$ cat src/rtl/range_counter.sv
// +----------------------------------------------------------------------------+
// | range_counter: up/down counter bounded to [LO,HI] with clamped load,        |
// | terminal-count pulse and saturating wrap tally.                             |
// | Option: define RANGE_COUNTER_SATURATE_EN to hold at the bounds instead of   |
// | wrapping (tc then flags each blocked step).                                 |
// | Revision: 1.0                                                                |
// +----------------------------------------------------------------------------+
`default_nettype none

module range_counter #(
  parameter int WIDTH = 8,
  parameter int LO    = 18,
  parameter int HI    = 27
) (
  input  logic             clk,
  input  logic             rst,
  input  logic             en,
  input  logic             up,
  input  logic             load,
  input  logic [WIDTH-1:0] load_val,
  output logic [WIDTH-1:0] count,
  output logic             tc,
  output logic [15:0]      wraps
);

  localparam logic [WIDTH-1:0] c_lo        = WIDTH'(LO);
  localparam logic [WIDTH-1:0] c_hi        = WIDTH'(HI);
  localparam logic [15:0]      c_wraps_max = 16'hFFFF;

  logic [WIDTH-1:0] r_count;
  logic             r_tc;
  logic [15:0]      r_wraps;

  logic             w_below;
  logic             w_above;
  logic [WIDTH-1:0] w_clamp;
  logic             w_at_hi;
  logic             w_at_lo;

  // Bounds at the edges of the WIDTH range need no clamp; skipping the
  // compare avoids a constant-result comparison.
  if (LO == 0) begin : g_no_lo_clamp
    assign w_below = 1'b0;
  end else begin : g_lo_clamp
    assign w_below = (load_val < c_lo);
  end

  if (HI == (2 ** WIDTH) - 1) begin : g_no_hi_clamp
    assign w_above = 1'b0;
  end else begin : g_hi_clamp
    assign w_above = (load_val > c_hi);
  end

  assign w_clamp = w_below ? c_lo : (w_above ? c_hi : load_val);
  assign w_at_hi = (r_count == c_hi);
  assign w_at_lo = (r_count == c_lo);

  always_ff @(posedge clk or posedge rst) begin
    if (rst) begin
      r_count <= c_lo;
      r_tc    <= 1'b0;
      r_wraps <= 16'd0;
    end else if (load) begin
      r_count <= w_clamp;
      r_tc    <= 1'b0;
    end else if (en) begin
      // Bound is tested before stepping, so +/-1 never leaves [LO,HI].
      if ((up && w_at_hi) || (!up && w_at_lo)) begin
        r_tc <= 1'b1;
`ifdef RANGE_COUNTER_SATURATE_EN
        r_count <= r_count;
`else
        r_count <= up ? c_lo : c_hi;
        if (r_wraps != c_wraps_max) begin
          r_wraps <= r_wraps + 16'd1;
        end
`endif
      end else begin
        r_count <= up ? (r_count + 1'b1) : (r_count - 1'b1);
        r_tc    <= 1'b0;
      end
    end else begin
      r_tc <= 1'b0;
    end
  end

  assign count = r_count;
  assign tc    = r_tc;
  assign wraps = r_wraps;

endmodule

`default_nettype wire

$ cat config.mk
export PLATFORM = sky130hd
export DESIGN_NAME = range_counter
export DESIGN_NICKNAME = d
export VERILOG_FILES = /design/src/rtl/range_counter.sv
export SDC_FILE = /design/constraint.sdc
export NUM_CORES = 1
export LEC_CHECK = 0
export BUFFER_PORTS_ARGS = -buffer_cell sky130_fd_sc_hd__buf_2
export CAP_MARGIN = 20
export CORE_ASPECT_RATIO = 0.5
export CORE_MARGIN = 2
export CORE_UTILIZATION = 48
export CTS_BUF_LIST = sky130_fd_sc_hd__clkbuf_16
export DETAILED_ROUTE_END_ITERATION = 7
export PLACE_DENSITY = 0.83
export SYNTH_ARGS = -nofsm -noshare
export SYNTH_HDL_FRONTEND = slang
export SYNTH_SLANG_ARGS = --single-unit
$ cat constraint.sdc
create_clock -name clk -period 1.95 [get_ports clk]
set_input_delay 0.2925 -clock clk [delete_from_list [all_inputs] [get_ports clk]]
set_output_delay 0.2925 -clock clk [all_outputs]
set_load 0.005 [all_outputs]
==> results of run 1 <==
[cell usage after synthesis (all sizes together) (3+ instances only)]
library cell,n
nor3,6
and2,3
ha,7
o22ai,3
xnor2,18
clkbuf,4
nand2,12
and3,7
nand4,10
a21oi,4
nor2,7
nand3,13
dfrtp,23
inv,6
[cell families after synthesis]
family	share of synthesized area, %
AND/OR/NAND/NOR	23.3
AO/OA/AOI/OAI	13.5
flip-flops	39.3
XOR/XNOR	11.4
buffers and inverters	3.05
adder cells (fa/ha/maj)	6.73
multiplexers	2.66
[critical path, stage by stage (launching register included)]
cell	delay [ns]
dfstp_2	0.57
and4bb_2	0.27
o211ai_2	0.13
a311oi_4	0.27
buf_12	0.18
mux2_2	0.33
[sequential cells by signal (all words and copies together), names as in the netlist]
| signal | flops |
|---|---|
| count | 8 |
| tc | 1 |
| wraps | 16 |
[routing by layer]
| metal | up-vias | global-route usage [%] |
|---|---|---|
| met2 | 36 | 35.3 |
| met5 | - | 0 |
| met3 | 2 | 4.20 |
| met4 | 0 | 4.76 |
| li1 | 702 | - |
| met1 | 701 | 25.1 |
[final cells by class]
class	instances	share of cell area (%)
Clock inverter	1	0.430
Tap cell	40	2.46
Inverter	6	1.10
Clock buffer	3	3.68
Timing Repair Buffer	54	16.0
Multi-Input combinational cell	126	45.5
Sequential cell	25	30.8
[report_power, final]
part | total (mW) | switching (mW) | internal (mW) | leakage (nW)
clock network | 0.468 | 0.185 | 0.283 | 0.0415
registers | 0.634 | 0.0536 | 0.580 | 0.329
logic | 0.621 | 0.316 | 0.305 | 0.619
total | 1.72 | 0.555 | 1.17 | 0.989
[through the flow]
stage / util, % / worst slack [ns] / hold WS [ns]
2_1_floorplan: - / 0.00569 / 0.318
3_3_place_gp: 63.1 / -0.0440 / 0.354
3_5_place_dp: 63.1 / -0.0513 / 0.365
4_1_cts: 65.9 / 0.0128 / 0.0840
5_1_grt: 66.1 / -0.0114 / 0.109
6_report: 66.1 / 0.0773 / 0.0724
[layout by cell type (no fill, tap or decap), types with 2 or more instances in the layout]
cell type,netlist,layout
a211oi_1,2,2
a21o_1,2,2
a21oi_1,4,2
a21oi_2,0,2
and2_1,3,3
and3_1,6,6
and4_1,2,2
buf_2,0,37
buf_4,0,16
clkbuf_16,0,3
dfrtp_1,23,23
dfstp_2,2,2
ha_1,7,7
inv_1,6,6
mux2_2,2,2
mux2i_1,2,2
nand2_1,12,12
nand2b_1,2,2
nand3_1,13,13
nand4_1,9,9
nor2_1,7,7
nor3_1,6,6
o21ai_0,2,2
o22ai_1,3,3
xnor2_1,17,17
xor2_1,2,2
[how the worst max path moves through the flow]
stage,startpoint,to,slack [ns],cells after the start
global route,count[4],count[5],-0.01,7
global placement,up,count[6],-0.04,8
finish,count[1],wraps[1],0.08,5
floorplan,count[1],wraps[4],0.006,6
CTS,count[1],wraps[1],0.01,5
detailed placement,up,count[3],-0.05,8
==> flow_metrics.py, run 1 <==
metrics = {
    "outcome": {
        "outcome": "completed",
    },
    "cts": {
        "clkSinkCount": 25,
        "cts_root_buf": "clkbuf_16",
        "cts_inserted_buffers": 3,
        "clkLatencyLatePin_ns": 0.26,
        "clkTransAtPathRegs_ns": 0.07,
        "cts-htree-levels": 1,
        "postCtsHoldBufs": 0,
        "cts_resized": 0,
        "cts_setup_buffers": 0,
        "cts_tree": "done",
        "clockBufferDepth": 2,
    },
    "detailed_routing": {
        "wl_met1_um": 1660,
        "drc": 0,
        "dr_wl_met2_um": 1780,
        "wire_per_inst_um": 14.3,
        "num_vias": 1441,
        "wl_um": 3650,
        "drtPass1Iterations": 4,
        "wl_met3_um": 191,
        "avgViaCountPerCell": 5.65,
        "dr.max_layer_used": "met4",
        "ant_nets": 0,
        "drt_iter0_markers": 47,
    },
    "floorplan": {
        "start_util_pct": 51.8,
        "rows": 14,
        "fp.dieW_um": 85.6,
        "fp.dieH_um": 44.8,
        "core_area_mm2": 0.00308,
        "dieArea_mm2": 0.00383,
        "io_pins": 38,
    },
    "run": {
        "maxCapViolCount": 0,
    },
    "synthesis": {
        "yosys.area.top_type_share_pct": 36.0,
        "syn_nets": 183,
        "ys_ff_latch": 25,
        "synth-edff-count": 0,
        "synth_ff_type": "dfrtp_1",
        "yosysWarnings": 0,
        "synthCells": 162,
        "ys_seq_area_share_pct": 39.3,
        "synth_largest_area_cell": "dfrtp_1",
        "synth_cell_types": 47,
        "async_flop_share_pct": 100,
        "yosys-top-cells-area": "dfrtp_1 (36%), xnor2_1 (9.3%), ha_1 (5.5%)",
        "syn_area_per_cell_um2": 9.86,
        "synth_area_mm2": 0.00160,
    },
    "final_layout": {
        "nets": 237,
        "multiInputGateArea_um2": 928,
        "regArea_um2": 628,
        "drive_gt1_share_pct": 33.0,
        "fin_area_mm2": 0.00204,
        "fin_cells": 255,
        "diodes": 0,
        "nFillCells": 255,
        "area_delta_synth_final_pct": 27.6,
    },
    "setup_path": {
        "rrSetupSlack_ns": 0.08,
        "crit_required_ns": 2.10,
        "critical_path.max_fanout": 16,
        "timing.rr.start": "count[1]",
        "critPathLaunchType": "register",
        "r2r-end": "wraps[1]",
        "cp.arrival_ns": 2.02,
        "reg2reg_depth": 5,
        "crit_type": "reg -> reg",
        "end_kind": "register",
    },
    "timing": {
        "report.final.slew_viol_count": 0,
        "min_period_ns": 1.87,
        "finalHoldViolCount": 0,
        "max_freq_ghz": 0.534,
        "finalSetupViolations": 0,
        "min_period_over_period_pct": 96.0,
        "worst_slew_pin_slew_ns": 0.423,
        "fin_setup_tns_ns": 0,
        "fin_skew_ns": 0.00298,
        "maxSlewHeadroom_pct": 71.6,
    },
    "placed_design": {
        "place.gp.congestion": 0.879,
        "place_hpwl_um": 2850,
        "portBuffers": 37,
        "placed_cells": 251,
        "dpl_cell_area_mm2": 0.00195,
    },
    "global_route": {
        "gr-total-overflow": 0,
        "grt_pass1_wl_um": 5890,
        "grt_pass1_vias": 1325,
        "grt_max_degree": 26,
        "track_usage_pct": 19.7,
        "antenna_found_initial": 0,
    },
    "worst_hold_path": {
        "hold_path_class": "in -> async",
    },
    "pwr": {
        "finalPower_mw": 1.72,
        "ir_drop_mv": 0.502,
        "p_leak_nw": 0.989,
        "powerDensity_mw_per_mm2": 845,
    },
}
Power figures use the tool's default switching activity.
==> inputs of run 2 (changes only) <==
==> constraint.sdc (replaced) <==
create_clock -name clk -period 1.95 [get_ports clk]
set_input_delay 0.39 -clock clk [delete_from_list [all_inputs] [get_ports clk]]
set_output_delay 0.39 -clock clk [all_outputs]
set_load 0.005 [all_outputs]
==> run 2 against run 1 <==
  * Largest power group is now combinational cells
  * First-iteration DRC count up 91%
  * Sequential share of layout area down 0.83 points
  * Maximum frequency up 0.25%
  * Via count up 4.6%
  * Largest cell class unchanged
  * Core utilization up 1.8 points
  * Sequential power about the same
==> flow_metrics.py, run 2 (same netlist as run 1, synthesis figures left out) <==
metrics = {
    "floorplan": {
        "dieArea_mm2": 0.00383,
        "start_util_pct": 51.8,
        "core_area_mm2": 0.00308,
        "io_pins": 38,
        "fp.dieH_um": 44.8,
        "fp.dieW_um": 85.6,
        "rows": 14,
    },
    "global_route": {
        "gr-total-overflow": 0,
        "grt_pass1_wl_um": 6460,
        "grt_max_degree": 26,
        "track_usage_pct": 22.0,
        "grt_pass1_vias": 1451,
        "antenna_found_initial": 0,
    },
    "setup_path": {
        "crit_required_ns": 2.10,
        "slowest_delay_ns": 0.57,
        "reg2reg_depth": 5,
        "end_kind": "register",
        "critPathLaunchType": "register",
        "slowest_stage": "dfstp_2",
        "critical_path.max_fanout": 16,
        "crit_type": "reg -> reg",
        "path_cells": "and4bb_2 -> o211ai_2 -> a311oi_4 -> buf_12 -> mux2_2",
        "cp.arrival_ns": 2.02,
    },
    "pwr": {
        "p_leak_nw": 1.03,
        "ir_drop_mv": 0.635,
        "powerDensity_mw_per_mm2": 842,
    },
    "outcome": {
        "outcome": "completed",
    },
    "detailed_routing": {
        "wl_um": 3930,
        "ant_nets": 0,
        "drtPass1Iterations": 4,
        "wire_per_inst_um": 14.9,
        "drc": 0,
        "drt_iter0_markers": 90,
        "avgViaCountPerCell": 5.73,
        "num_vias": 1508,
    },
    "cts": {
        "clockBufferDepth": 2,
        "clkLatencyLatePin_ns": 0.26,
        "cts_setup_buffers": 0,
        "cts_inserted_buffers": 3,
        "clkSinkCount": 25,
        "cts_resized": 0,
        "cts-htree-levels": 1,
        "cts_tree": "done",
        "clkTransAtPathRegs_ns": 0.07,
        "cts_root_buf": "clkbuf_16",
        "postCtsHoldBufs": 0,
    },
    "timing": {
        "fin_setup_tns_ns": 0,
        "max_freq_ghz": 0.535,
        "worst_slew_pin_slew_ns": 0.436,
        "finalSetupViolations": 0,
        "fin_skew_ns": 0.00620,
        "report.final.slew_viol_count": 0,
        "finalHoldViolCount": 0,
        "min_period_ns": 1.87,
        "min_period_over_period_pct": 95.8,
        "maxSlewHeadroom_pct": 70.7,
    },
    "final_layout": {
        "diodes": 0,
        "nets": 245,
        "fin_area_mm2": 0.00209,
        "area_delta_synth_final_pct": 31.1,
        "largest_register_ffs": 16,
        "final_common_cell": "buf_2",
        "drive_gt1_share_pct": 35.0,
        "layout_common_cells": "buf_2 (37), buf_4 (24), dfrtp_1 (23), xnor2_1 (17), nand3_1 (13)",
    },
    "placed_design": {
        "place.gp.congestion": 0.902,
        "place_hpwl_um": 3090,
        "dpl_cell_area_mm2": 0.00201,
        "portBuffers": 37,
    },
    "worst_hold_path": {
        "hold_path_class": "in -> async",
    },
    "run": {
        "maxCapViolCount": 0,
    },
}
[run 2: changes by cell type in the layout (fill, tap and decap cells not counted)]
cell | before | now
a21oi_1 | 2 | 3
a21oi_2 | 2 | 1
buf_4 | 16 | 24
[run 2: worst max-delay path: cells and delay by family, from the launching register on]
family,cells,cell delay (ns)
buffers and inverters,1,0.19
multiplexers,1,0.33
AND/OR/NAND/NOR,1,0.27
flip-flops,1,0.57
AO/OA/AOI/OAI,2,0.41
[run 2: final cells by class]
type                    count  area, um^2
flip-flops and latches     25         628
well taps                  40        50.0
clock inverters             1        8.76
clock buffers               3        75.1
inverters                   6        22.5
fillers                   229         988
repair buffers             62         385
multi-input cells         126         925
[run 2: metal layers]
layer,GRT usage [%],share of wire (%)
met3,4.94,4.7
met5,0,0
met4,8.89,1.9
met2,38.3,50
met1,27.7,44
[run 2: power breakdown]
group / leakage [nW] / switching, mW / internal [mW] / total, mW
logic: 0.657 / 0.323 / 0.335 / 0.658
clock network: 0.0415 / 0.191 / 0.283 / 0.474
registers: 0.329 / 0.0519 / 0.580 / 0.632
total: 1.03 / 0.565 / 1.20 / 1.76
[run 2: final timing paths]
path                           start         to  slack, ns
setup / recovery            count[1]   wraps[1]       0.08
hold / removal                   rst         tc       0.18
setup reg to reg            count[1]   wraps[1]       0.08
hold reg to reg            wraps[12]  wraps[12]       0.50
max in group asynchronous        rst   count[4]       1.47
min in group clk                load   count[5]       0.41
[run 2: stage by stage]
stage	util, %	setup WS (ns)	total power [mW]	hold WS (ns)	cells
6_report	67.9	0.0820	1.76	0.180	263
3_5_place_dp	65.1	-0.161	1.28	0.472	259
5_1_grt	67.9	-0.00268	1.86	0.210	263
2_1_floorplan	-	0.00569	1.01	0.416	162
4_1_cts	67.8	0.0198	1.76	0.188	263
3_3_place_gp	65.1	-0.0314	1.26	0.451	259
